`src/rtl/alu_pkg.sv`:
```
// Shared constants for the sequential ALU: opcodes, shift modes, flag bit map
// and FSM state encoding.
package alu_pkg;

  localparam logic [5:0] OP_ADD     = 6'b100000;
  localparam logic [5:0] OP_SUB     = 6'b100001;
  localparam logic [5:0] OP_MUL     = 6'b100010;
  localparam logic [5:0] OP_DIV     = 6'b100011;
  localparam logic [5:0] OP_INCDEC  = 6'b100100;
  localparam logic [5:0] OP_MOD     = 6'b100101;
  localparam logic [5:0] OP_AND     = 6'b010010;
  localparam logic [5:0] OP_OR      = 6'b010011;
  localparam logic [5:0] OP_XOR     = 6'b010100;
  localparam logic [5:0] OP_NOT     = 6'b010101;
  localparam logic [5:0] OP_CMP     = 6'b010110;
  localparam logic [5:0] OP_RESTORE = 6'b000110;
  localparam logic [5:0] OP_SHROT   = 6'b010000;

  // Upper two bits of the shift/rotate mode; the low bit is a don't-care.
  localparam logic [1:0] SH_SHL = 2'b00;
  localparam logic [1:0] SH_SHR = 2'b01;
  localparam logic [1:0] SH_ROL = 2'b10;
  localparam logic [1:0] SH_ROR = 2'b11;

  localparam int FR_GT    = 15;
  localparam int FR_LT    = 14;
  localparam int FR_EQ    = 13;
  localparam int FR_ZERO  = 12;
  localparam int FR_CARRY = 11;
  localparam int FR_OVF   = 10;
  localparam int FR_DIVZ  = 9;
  localparam int FR_NEG   = 6;

  typedef enum logic [1:0] {
    ST_IDLE = 2'd0,
    ST_EXEC = 2'd1,
    ST_DIV  = 2'd2,
    ST_DONE = 2'd3
  } state_t;

  function automatic logic is_div_op(input logic [5:0] op);
    return (op == OP_DIV) || (op == OP_MOD);
  endfunction

endpackage

```
`src/rtl/alu_divider.sv`:
```
// Restoring unsigned divider: loads on start, retires one quotient bit per
// cycle and pulses done once all WIDTH bits are resolved.
module alu_divider
  import alu_pkg::*;
#(
  parameter int WIDTH = 16
) (
  input  logic             clk,
  input  logic             rst_n,
  input  logic             start,
  input  logic [WIDTH-1:0] dividend,
  input  logic [WIDTH-1:0] divisor,
  output logic             done,
  output logic [WIDTH-1:0] quotient,
  output logic [WIDTH-1:0] remainder
);

  localparam int CW = $clog2(WIDTH + 1);
  localparam logic [CW-1:0] CNT_ONE  = {{(CW-1){1'b0}}, 1'b1};
  localparam logic [CW-1:0] CNT_LOAD = CW'(WIDTH);

  logic [WIDTH-1:0] rem_q;
  logic [WIDTH-1:0] quo_q;
  logic [WIDTH-1:0] dvs_q;
  logic [CW-1:0]    cnt_q;
  logic             active_q;

  logic [WIDTH:0]   shifted;
  logic [WIDTH:0]   diff;
  logic [WIDTH-1:0] rem_nxt;
  logic [WIDTH-1:0] quo_nxt;

  always_comb begin
    shifted = {rem_q, quo_q[WIDTH-1]};
    diff    = shifted - {1'b0, dvs_q};
    if (shifted >= {1'b0, dvs_q}) begin
      rem_nxt = diff[WIDTH-1:0];
      quo_nxt = {quo_q[WIDTH-2:0], 1'b1};
    end else begin
      rem_nxt = shifted[WIDTH-1:0];
      quo_nxt = {quo_q[WIDTH-2:0], 1'b0};
    end
  end

  always_ff @(posedge clk or negedge rst_n) begin
    if (!rst_n) begin
      rem_q    <= '0;
      quo_q    <= '0;
      dvs_q    <= '0;
      cnt_q    <= '0;
      active_q <= 1'b0;
      done     <= 1'b0;
    end else begin
      done <= 1'b0;
      if (start) begin
        rem_q    <= '0;
        quo_q    <= dividend;
        dvs_q    <= divisor;
        cnt_q    <= CNT_LOAD;
        active_q <= 1'b1;
      end else if (active_q) begin
        rem_q <= rem_nxt;
        quo_q <= quo_nxt;
        cnt_q <= cnt_q - CNT_ONE;
        if (cnt_q == CNT_ONE) begin
          active_q <= 1'b0;
          done     <= 1'b1;
        end
      end
    end
  end

  assign quotient  = quo_q;
  assign remainder = rem_q;

endmodule

```
`src/rtl/alu_seq.sv`:
```
// Sequential ALU: latches a request, evaluates it in one EXEC cycle (or via
// the iterative divider) and presents result/flags with a one-cycle done pulse.
module alu_seq
  import alu_pkg::*;
#(
  parameter int WIDTH = 16,
  parameter int FRW   = 16
) (
  input  logic             wire_clock,
  input  logic             wire_reset_n,
  input  logic             start,
  input  logic [5:0]       opCode,
  input  logic [WIDTH-1:0] m3,
  input  logic [WIDTH-1:0] m4,
  input  logic             useCarry,
  input  logic             dec,
  input  logic [2:0]       flagToShifthAndRot,
  input  logic [FRW-1:0]   FR_in,
  output logic [WIDTH-1:0] m2,
  output logic [FRW-1:0]   FR_out,
  output logic             busy,
  output logic             done
);

  localparam int SW = $clog2(WIDTH);
  localparam logic [WIDTH-1:0] ONE_W = {{(WIDTH-1){1'b0}}, 1'b1};

  state_t           state;
  logic [5:0]       op_p0;
  logic [WIDTH-1:0] a_p0;
  logic [WIDTH-1:0] b_p0;
  logic             use_c_p0;
  logic             dec_p0;
  logic [2:0]       sh_p0;
  logic [FRW-1:0]   fr_in_p0;

  logic             div_go;
  logic             div_done;
  logic [WIDTH-1:0] div_quo;
  logic [WIDTH-1:0] div_rem;

  logic [WIDTH-1:0]   ex_m2;
  logic [FRW-1:0]     ex_fr;
  logic               ex_zupd;
  logic [WIDTH:0]     cin;
  logic [WIDTH:0]     sum;
  logic [WIDTH:0]     a_plus_c;
  logic [2*WIDTH-1:0] prod;
  logic [WIDTH-1:0]   div_m2;
  logic [FRW-1:0]     div_fr;

  function automatic logic [WIDTH-1:0] shift_rot(input logic [WIDTH-1:0] a,
                                                 input logic [WIDTH-1:0] b,
                                                 input logic [2:0]       mode);
    logic [2*WIDTH-1:0] dbl;
    int                 r;
    dbl = {a, a};
    r   = int'(b[SW-1:0]) % WIDTH;
    casez (mode)
      {SH_SHL, 1'b?}: shift_rot = a << b;
      {SH_SHR, 1'b?}: shift_rot = a >> b;
      {SH_ROL, 1'b?}: begin
        dbl       = dbl << r;
        shift_rot = dbl[2*WIDTH-1:WIDTH];
      end
      default: begin
        dbl       = dbl >> r;
        shift_rot = dbl[WIDTH-1:0];
      end
    endcase
  endfunction

  // Divider is kicked straight from the accepting cycle so DIV spans WIDTH+1 cycles.
  assign div_go = (state == ST_IDLE) && start && is_div_op(opCode) && (m4 != '0);

  alu_divider #(
    .WIDTH(WIDTH)
  ) u_divider (
    .clk      (wire_clock),
    .rst_n    (wire_reset_n),
    .start    (div_go),
    .dividend (m3),
    .divisor  (m4),
    .done     (div_done),
    .quotient (div_quo),
    .remainder(div_rem)
  );

  // EXEC stage: single-cycle evaluation of latched operands
  always_comb begin
    ex_m2    = m2;
    ex_fr    = FR_out;
    ex_zupd  = 1'b0;
    cin      = {{WIDTH{1'b0}}, use_c_p0 & fr_in_p0[FR_CARRY]};
    sum      = {1'b0, a_p0} + {1'b0, b_p0} + cin;
    a_plus_c = {1'b0, a_p0} + cin;
    prod     = {{WIDTH{1'b0}}, a_p0} * {{WIDTH{1'b0}}, b_p0};
    case (op_p0)
      OP_ADD: begin
        ex_m2           = sum[WIDTH-1:0];
        ex_fr[FR_CARRY] = sum[WIDTH];
        ex_zupd         = 1'b1;
      end
      OP_SUB: begin
        if ({1'b0, b_p0} > a_plus_c) begin
          ex_m2         = '0;
          ex_fr[FR_NEG] = 1'b1;
        end else begin
          ex_m2         = a_plus_c[WIDTH-1:0] - b_p0;
          ex_fr[FR_NEG] = 1'b0;
        end
        ex_zupd = 1'b1;
      end
      OP_MUL: begin
        ex_m2         = prod[WIDTH-1:0];
        ex_fr[FR_OVF] = |prod[2*WIDTH-1:WIDTH];
        ex_zupd       = 1'b1;
      end
      // Only a zero divisor reaches EXEC for div/mod.
      OP_DIV, OP_MOD: begin
        ex_m2          = '0;
        ex_fr[FR_DIVZ] = 1'b1;
        ex_zupd        = 1'b1;
      end
      OP_INCDEC: begin
        ex_m2   = dec_p0 ? (a_p0 - ONE_W) : (a_p0 + ONE_W);
        ex_zupd = 1'b1;
      end
      OP_AND: begin ex_m2 = a_p0 & b_p0; ex_zupd = 1'b1; end
      OP_OR:  begin ex_m2 = a_p0 | b_p0; ex_zupd = 1'b1; end
      OP_XOR: begin ex_m2 = a_p0 ^ b_p0; ex_zupd = 1'b1; end
      OP_NOT: begin ex_m2 = ~a_p0;       ex_zupd = 1'b1; end
      OP_CMP: begin
        ex_fr[FR_GT] = a_p0 > b_p0;
        ex_fr[FR_LT] = a_p0 < b_p0;
        ex_fr[FR_EQ] = a_p0 == b_p0;
      end
      OP_RESTORE: ex_fr = fr_in_p0;
      OP_SHROT:   ex_m2 = shift_rot(a_p0, b_p0, sh_p0);
      default: ;
    endcase
    if (ex_zupd) ex_fr[FR_ZERO] = (ex_m2 == '0);
  end

  // DIV stage: result selection once the divider retires its last bit
  always_comb begin
    div_m2          = (op_p0 == OP_MOD) ? div_rem : div_quo;
    div_fr          = FR_out;
    div_fr[FR_DIVZ] = 1'b0;
    div_fr[FR_ZERO] = (div_m2 == '0);
  end

  always_ff @(posedge wire_clock or negedge wire_reset_n) begin
    if (!wire_reset_n) begin
      state    <= ST_IDLE;
      m2       <= '0;
      FR_out   <= '0;
      busy     <= 1'b0;
      done     <= 1'b0;
      op_p0    <= '0;
      a_p0     <= '0;
      b_p0     <= '0;
      use_c_p0 <= 1'b0;
      dec_p0   <= 1'b0;
      sh_p0    <= '0;
      fr_in_p0 <= '0;
    end else begin
      case (state)
        ST_IDLE: begin
          done <= 1'b0;
          if (start) begin
            op_p0    <= opCode;
            a_p0     <= m3;
            b_p0     <= m4;
            use_c_p0 <= useCarry;
            dec_p0   <= dec;
            sh_p0    <= flagToShifthAndRot;
            fr_in_p0 <= FR_in;
            busy     <= 1'b1;
            state    <= div_go ? ST_DIV : ST_EXEC;
          end
        end
        ST_EXEC: begin
          m2     <= ex_m2;
          FR_out <= ex_fr;
          done   <= 1'b1;
          state  <= ST_DONE;
        end
        ST_DIV: begin
          if (div_done) begin
            m2     <= div_m2;
            FR_out <= div_fr;
            done   <= 1'b1;
            state  <= ST_DONE;
          end
        end
        default: begin
          done  <= 1'b0;
          busy  <= 1'b0;
          state <= ST_IDLE;
        end
      endcase
    end
  end

endmodule
```
`config.mk`:
```
export PLATFORM = sky130hd
export DESIGN_NAME = alu_seq
export DESIGN_NICKNAME = d
export VERILOG_FILES = /design/src/rtl/alu_pkg.sv /design/src/rtl/alu_divider.sv /design/src/rtl/alu_seq.sv
export SDC_FILE = /design/constraint.sdc
export NUM_CORES = 1
export LEC_CHECK = 0
export ABC_AREA = 1
export CAP_MARGIN = 20
export CORE_ASPECT_RATIO = 1.1
export CORE_MARGIN = 3
export CORE_UTILIZATION = 30
export CTS_CLUSTER_SIZE = 14
export DETAILED_ROUTE_END_ITERATION = 6
export PLACE_DENSITY = 0.48
export SYNTH_ARGS = -nofsm -noshare
export SYNTH_HDL_FRONTEND = slang
export SYNTH_HIERARCHICAL = 1
export SYNTH_SLANG_ARGS = --single-unit
```
`constraint.sdc`:
```
create_clock -name wire_clock -period 6.1 [get_ports wire_clock]
set_clock_uncertainty 0.1 [all_clocks]
set_input_delay 1.22 -clock wire_clock [delete_from_list [all_inputs] [get_ports wire_clock]]
set_output_delay 1.22 -clock wire_clock [all_outputs]
set_load 0.03 [all_outputs]
```
==> impl_metrics.json, run 1 <==
{
  "seq_area_frac_synth_pct": 15.96,
  "yosys-top-cells-area": "sky130_fd_sc_hd__fa_1 (17%), sky130_fd_sc_hd__nand2_1 (17%), sky130_fd_sc_hd__dfrtp_1 (16%)",
  "first_pass_iters": 7,
  "required_ns": 6.39,
  "cpPeakStageDelay_ns": 0.60,
  "clock-sinks": 149,
  "floorplan.rows": 106,
  "die_width_um": 272.1,
  "final_cell_mix": "sky130_fd_sc_hd__nand2_1 (1026), sky130_fd_sc_hd__inv_1 (558), sky130_fd_sc_hd__nand3_1 (286)",
  "layout-area-overhead-vs-synth_pct": 23.30,
  "clkTransAtPathRegs_ns": 0.07,
  "finalNetCount": 4227,
  "worstRegToRegCells": 25,
  "wl_um": 90790,
  "cts_buffer_depth": 2,
  "post_synth_num_cell_types": 55,
  "report.final.setup_viol": 2,
  "minimum_setup_slack_in_the_final_design_ns": -0.04135,
  "core_mm2": 0.07666,
  "timing_worst_slew_pin_value_ns": 1.021,
  "fraction_of_final_layout_cells_with_drive_strength_greater_than_1_pct": 14.67,
  "design.die.area_mm2": 0.08128,
  "dpl.hpwl_um": 73730,
  "maxSlewHeadroom_pct": 31.97,
  "outcome": "finished with violations",
  "postCtsHoldBufs": 0,
  "worst_r2r_startpoint": "b_p0[3]",
  "fin_tns_setup_ns": -0.06907,
  "antenna_violations_before_repair": 0,
  "critical-path-top-delay-family": "adder cells",
  "clk-insertion-delay-late_ns": 0.46,
  "worst_setup_path_end_kind": "flop",
  "cell_depth_of_the_worst_hold_path": 2,
  "first_global_vias": 23580,
  "place_ws_ns": -0.5249,
  "mappedNetlistNets": 3954,
  "cts_inserted_buffers": 17,
  "worst_hold_path_type": "reg2reg",
  "critical_path_arrival_ns": 6.43,
  "synth_top_area_share_pct": 17.05,
  "synth_enable_flop_cells": 0,
  "syn-instance-count": 3471,
  "async_flop_share_pct": 100.0,
  "worst-r2r-setup-slack_ns": -0.04,
  "max_clock_freq_ghz": 0.1628,
  "synth_top_cell_by_area": "sky130_fd_sc_hd__fa_1",
  "path_buf_inv": 6,
  "initial_utilization_pct": 30.48,
  "rsz0062_at_grt": "true",
  "layout_commonest_cell": "sky130_fd_sc_hd__nand2_1",
  "root_buffer": "sky130_fd_sc_hd__clkbuf_16",
  "crit_start": "b_p0[3]",
  "cell_at_the_slowest_stage_of_the_critical_path": "sky130_fd_sc_hd__fa_2",
  "post_drt_wl_per_cell_um": 18.98,
  "routed-via-count": 23300,
  "failed_checks": "DRC, setup timing",
  "cp_max_fo": 6,
  "timing.final.crit_share_pct": 100.7,
  "tritoncts_clock_tree": "done",
  "grt_max_degree": 97,
  "die_y_um": 298.7,
  "pin_count": 96,
  "final-max-slew-violation-count": 0,
  "detail-route-antenna-nets": 0,
  "htreeDepth": 4,
  "grt_overflow": 0,
  "vias_per_cell": 4.871,
  "ys.warnings.count": 6,
  "routabilityCongestion": 0.9260,
  "final.min_clock_period_ns": 6.141,
  "startpoint_type": "flop",
  "hold_viol": 0,
  "hp-start": "fr_in_p0[10]",
  "criticalPathCategory": "reg2reg",
  "grt_pass1_wl_um": 139700,
  "drv.max_cap_violation_count": 0,
  "drt_drc_violations_left": 6,
  "synth_ff_type": "sky130_fd_sc_hd__dfrtp_1",
  "synth-seq-cells": 149,
  "detail_route.iter0.violations": 1762,
  "timing.critical_path.depth": 25,
  "synth_area_per_cell_um2": 6.732,
  "i_o_buffers": 94,
  "post_synth_instance_area_mm2": 0.02337,
  "global_route.usage.total_pct": 22.19
}
==> flip-flops by register name, indices dropped and copies added (netlist names), 2 cells and up <==
signal               count
FR_out                  16
a_p0                    16
b_p0                    16
fr_in_p0                16
m2                      16
u_divider/dvs_q         16
u_divider/quotient      16
u_divider/remainder     16
op_p0                    6
u_divider/cnt_q          5
sh_p0                    2
state                    2
==> logic make-up (layout without fill, tap and decap cells) <==
family | Yosys count | count (layout) | share of synthesized area [%]
other | 0 | 1 | 0
AO/OA/AOI/OAI | 447 | 447 | 10.59
AND/OR/NAND/NOR | 1671 | 1671 | 30.08
XOR/XNOR | 55 | 55 | 2.062
flip-flops | 149 | 149 | 15.96
multiplexers | 2 | 2 | 0.08567
buffers and inverters | 726 | 1012 | 12.29
adder cells (fa/ha/maj) | 421 | 421 | 28.94
==> layout make-up <==
cell class,count,area [µm²]
Antenna cell,1,2.502
Clock buffer,17,425.4
Clock inverter,15,162.7
Fill cell,8404,47850
Inverter,588,2210
Multi-Input combinational cell,2596,17520
Sequential cell,149,3752
Tap cell,1026,1284
Timing Repair Buffer,392,3456
==> cell usage after synthesis (all sizes together) (9+ instances only) <==
master / n
nor4: 10
xor2: 34
clkbuf: 70
xnor2: 21
or2: 11
nand3b: 18
o22ai: 21
fa: 199
ha: 222
o211ai: 12
nor2: 205
o21ai: 196
nor3: 29
buf: 68
a21o: 9
nand3: 302
o221ai: 13
a21oi: 160
dfrtp: 149
inv: 584
nand4: 28
nand2: 1067
==> per-stage QoR <==
stage               util [%]  instances  cell area (µm²)  hold slack (ns)
floorplan                  -       3471            23380           0.3436
global placement       35.24       4708            27010           0.3603
detailed placement     35.24       4708            27010           0.3643
CTS                    37.16       4773            28490           0.3853
global route           37.58       4783            28810           0.4101
finish                 37.59       4784            28810           0.3791
==> routing by layer <==
layer	wire length [µm]	vias up	track usage (%)
li1	-	11490	-
met1	40450	11120	29.17
met2	44200	589	38.61
met3	3490	104	1.863
met4	2654	0	6.875
met5	0	-	0
==> tightest hold or removal path, stage by stage, from the launching register on <==
cell and delay (ns):
sky130_fd_sc_hd__dfrtp_1 0.34, sky130_fd_sc_hd__nand2_1 0.05, sky130_fd_sc_hd__nand2_1 0.05
==> repair_timing <==
action	in CTS	in global routing
setup buffers	31	12
resized for setup	137	71
cloned	2	0
pin swaps	76	51
setup endpoints to repair	6	10
==> path summary, 6_finish.rpt <==
| check | endpoint |
|---|---|
| worst max-delay path | FR_out[12] |
| worst min-delay path | fr_in_p0[10] |
| worst max register to register | FR_out[12] |
| worst min register to register | fr_in_p0[10] |
| max in group asynchronous | b_p0[6] |
| min in group asynchronous | fr_in_p0[9] |
Power of run 1 is left out: the tool's default activity adds up to more than one toggle a clock period on the data nets, which glitch-free logic cannot reach.
==> run 2, diff against run 1 <==
--- a/config.mk
+++ b/config.mk
@@ -5,9 +5,8 @@
 export SDC_FILE = /design/constraint.sdc
 export NUM_CORES = 1
 export LEC_CHECK = 0
-export ABC_AREA = 1
 export CAP_MARGIN = 20
-export CORE_ASPECT_RATIO = 1.1
+export CORE_ASPECT_RATIO = 1.5
 export CORE_MARGIN = 3
 export CORE_UTILIZATION = 30
 export CTS_CLUSTER_SIZE = 14
==> impl_metrics.json, run 2 <==
{
  "outcome": "finished with violations",
  "failed_checks": "setup timing",
  "startpoint_type": "flop",
  "post_drt_wl_per_cell_um": 25.00,
  "synth_enable_flop_cells": 0,
  "die_width_um": 234.2,
  "synth-seq-cells": 149,
  "multi_input_logic_area_mm2": 0.01861,
  "floorplan.rows": 124,
  "final.fill_count": 7860,
  "grt_overflow": 0,
  "htreeDepth": 4,
  "i_o_buffers": 94,
  "cts_inserted_buffers": 17,
  "initial_utilization_pct": 30.52,
  "ys.warnings.count": 6,
  "layout_commonest_cell": "sky130_fd_sc_hd__nand2_1",
  "rsz0062_at_grt": "true",
  "fraction_of_final_layout_cells_with_drive_strength_greater_than_1_pct": 21.33,
  "grt_max_degree": 64,
  "timing_worst_slew_pin_value_ns": 1.043,
  "tritoncts_clock_tree": "done",
  "post_synth_instance_area_mm2": 0.02344,
  "vias_per_cell": 5.476,
  "synth_ff_type": "sky130_fd_sc_hd__dfrtp_1",
  "routed-via-count": 22030,
  "dpl.hpwl_um": 81330,
  "criticalPathCategory": "reg2reg",
  "post_synth_num_cell_types": 96,
  "design.die.area_mm2": 0.08158,
  "synth_common_cells": "sky130_fd_sc_hd__nand2_1 (330), sky130_fd_sc_hd__inv_1 (292), sky130_fd_sc_hd__nor2_1 (240)",
  "synth_top_area_share_pct": 17.00,
  "async_flop_share_pct": 100.0,
  "die_y_um": 348.3,
  "yosys-top-cells-area": "sky130_fd_sc_hd__fa_1 (17%), sky130_fd_sc_hd__dfrtp_1 (16%), sky130_fd_sc_hd__ha_1 (12%)",
  "detail-route-antenna-nets": 0,
  "hp-start": "FR_out[4]",
  "drt_drc_violations_left": 0,
  "first_pass_iters": 5,
  "syn-instance-count": 2735,
  "final_cell_mix": "sky130_fd_sc_hd__nand2_1 (321), sky130_fd_sc_hd__buf_4 (283), sky130_fd_sc_hd__inv_1 (276)",
  "final-max-slew-violation-count": 0,
  "minimum_setup_slack_in_the_final_design_ns": -0.2117,
  "timing.final.crit_share_pct": 103.5,
  "antenna_violations_before_repair": 0,
  "clkTransAtPathRegs_ns": 0.07,
  "wl_um": 100600,
  "final-seq-area_mm2": 0.003760,
  "pin_count": 96,
  "seq_area_frac_synth_pct": 15.91,
  "routabilityCongestion": 0.9820,
  "core_mm2": 0.07680,
  "layout-area-overhead-vs-synth_pct": 23.61,
  "clk-insertion-delay-late_ns": 0.45,
  "synth_area_per_cell_um2": 8.569,
  "drv.max_cap_violation_count": 0,
  "crit_start": "a_p0[5]",
  "report.final.setup_viol": 3,
  "worst_r2r_startpoint": "a_p0[5]",
  "mappedNetlistNets": 3218,
  "finalNetCount": 3484,
  "hold_viol": 0,
  "synth_top_cell_by_area": "sky130_fd_sc_hd__fa_1",
  "max_clock_freq_ghz": 0.1584,
  "worst_setup_path_end_kind": "flop",
  "dpl-instance-area_mm2": 0.02742,
  "maxSlewHeadroom_pct": 29.46,
  "global_route.usage.total_pct": 24.51,
  "clock-sinks": 149,
  "root_buffer": "sky130_fd_sc_hd__clkbuf_16",
  "first_global_vias": 23070,
  "detail_route.iter0.violations": 1233,
  "yosys.cell_count.top_type": "sky130_fd_sc_hd__nand2_1",
  "grt_pass1_wl_um": 149100,
  "cts_buffer_depth": 2,
  "final_design_area_no_fill_mm2": 0.02897,
  "required_ns": 6.35,
  "critical_path_arrival_ns": 6.57,
  "worst_hold_path_type": "reg2reg",
  "final.min_clock_period_ns": 6.312,
  "cp_max_fo": 7
}
==> run 2: logic make-up (layout without fill, tap and decap cells) <==
kind of cell | Yosys count | after routing | synth area share [%]
simple gates | 865 | 865 | 17.05
compound gates | 565 | 565 | 16.02
buf+inv | 466 | 745 | 8.141
fa+ha+maj | 421 | 421 | 28.85
mux | 204 | 204 | 11.61
flops | 149 | 149 | 15.91
xor+xnor | 65 | 65 | 2.429
other cells | 0 | 1 | 0
==> run 2: final timing paths <==
check	to	slack [ns]	depth (start not counted)
max in group asynchronous	b_p0[1]	4.12	2
worst max-delay path	FR_out[10]	-0.21	20
worst max register to register	FR_out[10]	-0.21	20
min in group asynchronous	u_divider/active_q	0.66	1
worst min-delay path	FR_out[4]	0.39	2
worst min register to register	FR_out[4]	0.39	2
==> run 2: critical path, cell delays in order, from the launching register on <==
cell,delay (ns)
sky130_fd_sc_hd__dfrtp_2,0.51
sky130_fd_sc_hd__buf_12,0.18
sky130_fd_sc_hd__nand2_1,0.08
sky130_fd_sc_hd__fa_1,0.45
sky130_fd_sc_hd__fa_1,0.52
sky130_fd_sc_hd__fa_1,0.57
sky130_fd_sc_hd__fa_1,0.44
sky130_fd_sc_hd__fa_1,0.54
sky130_fd_sc_hd__inv_1,0.05
sky130_fd_sc_hd__fa_1,0.56
sky130_fd_sc_hd__ha_4,0.23
sky130_fd_sc_hd__buf_4,0.14
sky130_fd_sc_hd__and3_1,0.19
sky130_fd_sc_hd__a32o_2,0.29
sky130_fd_sc_hd__nor4b_4,0.30
sky130_fd_sc_hd__a21oi_4,0.11
sky130_fd_sc_hd__o211ai_1,0.20
sky130_fd_sc_hd__nor2b_4,0.19
sky130_fd_sc_hd__a32oi_1,0.11
sky130_fd_sc_hd__and4b_1,0.23
sky130_fd_sc_hd__a21oi_2,0.22
==> run 2: repair_timing <==
item                                   CTS  global route
pin swaps                               41            62
hold buffers                             0             0
setup endpoints to repair                7             9
setup buffers                           20            10
endpoints found under the hold margin    0             0
cloned                                   2             0
resized for setup                       84            82
==> run 2: area by class of cell <==
cell class,count,share of cell area [%]
Inverter,306,4.047
Antenna cell,1,0.008638
Tap cell,1008,4.353
Clock buffer,18,1.481
Sequential cell,149,12.98
Multi-Input combinational cell,2120,64.24
Timing Repair Buffer,407,12.40
Clock inverter,14,0.4837
==> run 2: metrics by stage <==
| step | worst slack, ns | hold WS, ns | cells | TNS, ns | util, % |
|---|---|---|---|---|---|
| 6_report | -0.2117 | 0.3886 | 4023 | -0.2712 | 37.72 |
| 5_1_grt | -0.4041 | 0.3964 | 4022 | -1.030 | 37.72 |
| 4_1_cts | -0.2829 | 0.3876 | 4015 | -0.3596 | 37.23 |
| 3_5_place_dp | -0.6519 | 0.3719 | 3963 | -2.787 | 35.70 |
| 3_3_place_gp | -0.6180 | 0.3631 | 3962 | -2.387 | 35.69 |
| 2_1_floorplan | 0.007400 | 0.3740 | 2735 | 0 | - |
==> run 2: metal layers <==
layer	track usage (%)	vias up	wire length (µm)
li1	-	10040	-
met1	28.37	11080	38810
met2	44.20	675	51360
met3	1.331	239	3237
met4	14.63	0	7172
met5	0	-	0
Power of run 2 is left out for the same reason.
==> run 3, diff against run 2 <==
--- a/config.mk
+++ b/config.mk
@@ -7,7 +7,7 @@
 export LEC_CHECK = 0
 export CAP_MARGIN = 20
 export CORE_ASPECT_RATIO = 1.5
-export CORE_MARGIN = 3
+export CORE_MARGIN = 1.5
 export CORE_UTILIZATION = 30
 export CTS_CLUSTER_SIZE = 14
 export DETAILED_ROUTE_END_ITERATION = 6
==> impl_metrics.json, run 3 (synthesis gave the netlist of run 2 again) <==
{
  "worst_r2r_startpoint": "b_p0[1]",
  "final.min_clock_period_ns": 6.461,
  "r2r_end": "FR_out[10]",
  "grt_pass1_wl_um": 146100,
  "worstRegToRegCells": 22,
  "cpPeakStageDelay_ns": 0.54,
  "outcome": "finished with violations",
  "clk-insertion-delay-late_ns": 0.51,
  "timing.final.crit_share_pct": 105.9,
  "grt_use_met2_pct": 44.46,
  "hold_viol": 0,
  "dpl.hpwl_um": 80080,
  "routed-via-count": 22120,
  "required_ns": 6.42,
  "first_global_vias": 22920,
  "routabilityCongestion": 0.9624,
  "post_drt_wl_per_cell_um": 24.51,
  "grt_max_degree": 150,
  "cell_depth_of_the_worst_hold_path": 2,
  "use_met3_pct": 2.276,
  "num_antenna_cells": 0,
  "worst_setup_path_end_kind": "flop",
  "grt.busiest_layer": "met2",
  "final_cell_mix": "sky130_fd_sc_hd__nand2_1 (317), sky130_fd_sc_hd__buf_4 (281), sky130_fd_sc_hd__inv_1 (278)",
  "final-max-slew-violation-count": 0,
  "rsz0062_at_grt": "true",
  "cp_max_fo": 6,
  "criticalPathCategory": "reg2reg",
  "die_width_um": 231.2,
  "root_buffer": "sky130_fd_sc_hd__clkbuf_16",
  "drt_drc_violations_left": 0,
  "sequence_of_cells_on_the_critical_path": "buf_12 -> buf_4 -> nand2_2 -> fa_1 -> fa_1 -> fa_1 -> fa_1 -> fa_1 -> fa_1 -> inv_1 -> ha_4 -> o21a_1 -> o211ai_1 -> a211oi_4 -> o41ai_4 -> buf_4 -> a21o_4 -> a21o_1 -> a211o_1 -> o2111ai_1 -> and4b_1 -> a21oi_2",
  "final.fill_count": 7959,
  "worst_hold_path_type": "reg2reg",
  "initial_utilization_pct": 30.27,
  "wl_um": 99030,
  "worst_hold_path_ep": "FR_out[3]",
  "postCtsHoldBufs": 0,
  "core_mm2": 0.07742,
  "grt_overflow": 0,
  "detail-route-antenna-nets": 0,
  "layout-area-overhead-vs-synth_pct": 24.24,
  "antenna_violations_before_repair": 1,
  "global_route.usage.total_pct": 24.48,
  "place_ws_ns": -0.6609,
  "drv.max_cap_violation_count": 0,
  "minimum_setup_slack_in_the_final_design_ns": -0.3607,
  "pin_count": 96,
  "detail_route.iter0.violations": 1457,
  "die_y_um": 345.3,
  "max_clock_freq_ghz": 0.1548,
  "i_o_buffers": 94,
  "clkTransAtPathRegs_ns": 0.08,
  "cts_inserted_buffers": 25,
  "multi_input_logic_area_mm2": 0.01857,
  "cell_at_the_slowest_stage_of_the_critical_path": "sky130_fd_sc_hd__fa_1",
  "startpoint_type": "flop",
  "tritoncts_clock_tree": "done",
  "vias_per_cell": 5.475,
  "failed_checks": "setup timing",
  "finalNetCount": 3501,
  "final_util_pct": 37.61,
  "final-seq-area_mm2": 0.003751,
  "maxSlewHeadroom_pct": 25.62,
  "worst-r2r-setup-slack_ns": -0.36,
  "fraction_of_final_layout_cells_with_drive_strength_greater_than_1_pct": 21.23,
  "cts_buffer_depth": 3,
  "critical_path_arrival_ns": 6.78,
  "gr-usage-met1_pct": 27.25,
  "timing_worst_slew_pin_value_ns": 1.106,
  "floorplan.rows": 125,
  "clock-sinks": 149,
  "layout_commonest_cell": "sky130_fd_sc_hd__nand2_1",
  "htreeDepth": 4,
  "hp-start": "FR_out[3]",
  "report.final.setup_viol": 2,
  "cp_common_cell": "sky130_fd_sc_hd__fa_1",
  "design.die.area_mm2": 0.07984,
  "first_pass_iters": 7
}
[run 3: changes by cell type in the layout (fill, tap and decap cells not counted), moves of 4 or more]
cell and change:
sky130_fd_sc_hd__nand2_2 +5, sky130_fd_sc_hd__fa_2 -7, sky130_fd_sc_hd__a21oi_2 +5, sky130_fd_sc_hd__clkbuf_8 +4
sky130_fd_sc_hd__fa_1 +7, sky130_fd_sc_hd__clkinv_4 -4, sky130_fd_sc_hd__nand2_1 -4, sky130_fd_sc_hd__inv_6 -6
sky130_fd_sc_hd__dfrtp_2 -7, sky130_fd_sc_hd__clkbuf_16 +8, sky130_fd_sc_hd__dfrtp_1 +7, sky130_fd_sc_hd__buf_6 +14
sky130_fd_sc_hd__a21oi_4 -4
[run 3: metrics by stage]
stage / instances / cell area [µm²] / TNS, ns / hold WS [ns]
4_1_cts: 4014 / 28480 / -0.6439 / 0.3836
5_1_grt: 4040 / 29120 / -0.9338 / 0.4000
6_report: 4040 / 29120 / -0.3702 / 0.3785
3_5_place_dp: 3969 / 27350 / -2.752 / 0.3713
3_3_place_gp: 3969 / 27350 / -2.390 / 0.3656
2_1_floorplan: 2735 / 23780 / 0 / 0.3740
[run 3: layer usage]
layer | share of wire, % | wire length, µm
met5 | 0 | 0
met4 | 7.0 | 6975
met3 | 3.7 | 3703
met2 | 52 | 51080
met1 | 38 | 37270
[run 3: final cells by class]
cell class | count | area share (%)
multi-input cells | 2120 | 63.77
clock inverters | 1 | 0.02578
inverters | 306 | 3.996
well taps | 1016 | 4.366
flip-flops and latches | 149 | 12.88
clock buffers | 32 | 2.376
repair buffers | 416 | 12.58
[run 3: how the worst max path moves through the flow]
stage                     startpoint    endpoint  cells past startpoint
final                        b_p0[1]  FR_out[10]                     22
after global routing         b_p0[1]  FR_out[10]                     24
after CTS                    b_p0[1]  FR_out[10]                     21
after detailed placement     a_p0[4]  FR_out[12]                     23
after global placement       a_p0[4]  FR_out[10]                     20
after floorplan             a_p0[11]  FR_out[10]                     20
[run 3: what timing repair did]
action / in CTS / in global routing
hold endpoints to repair: 0 / 0
pin swaps: 30 / 49
endpoints found under the setup margin: 7 / 9
gates resized for setup: 61 / 104
buffers inserted: 15 / 28
[run 3: critical path: cells and delay by family, from the launching register on]
kind | cells | cell delay [ns]
adder cells (fa/ha/maj) | 7 | 3.20
AO/OA/AOI/OAI | 9 | 1.73
AND/OR/NAND/NOR | 2 | 0.39
flip-flops | 1 | 0.41
buffers and inverters | 4 | 0.52
Power of run 3 is left out for the same reason.
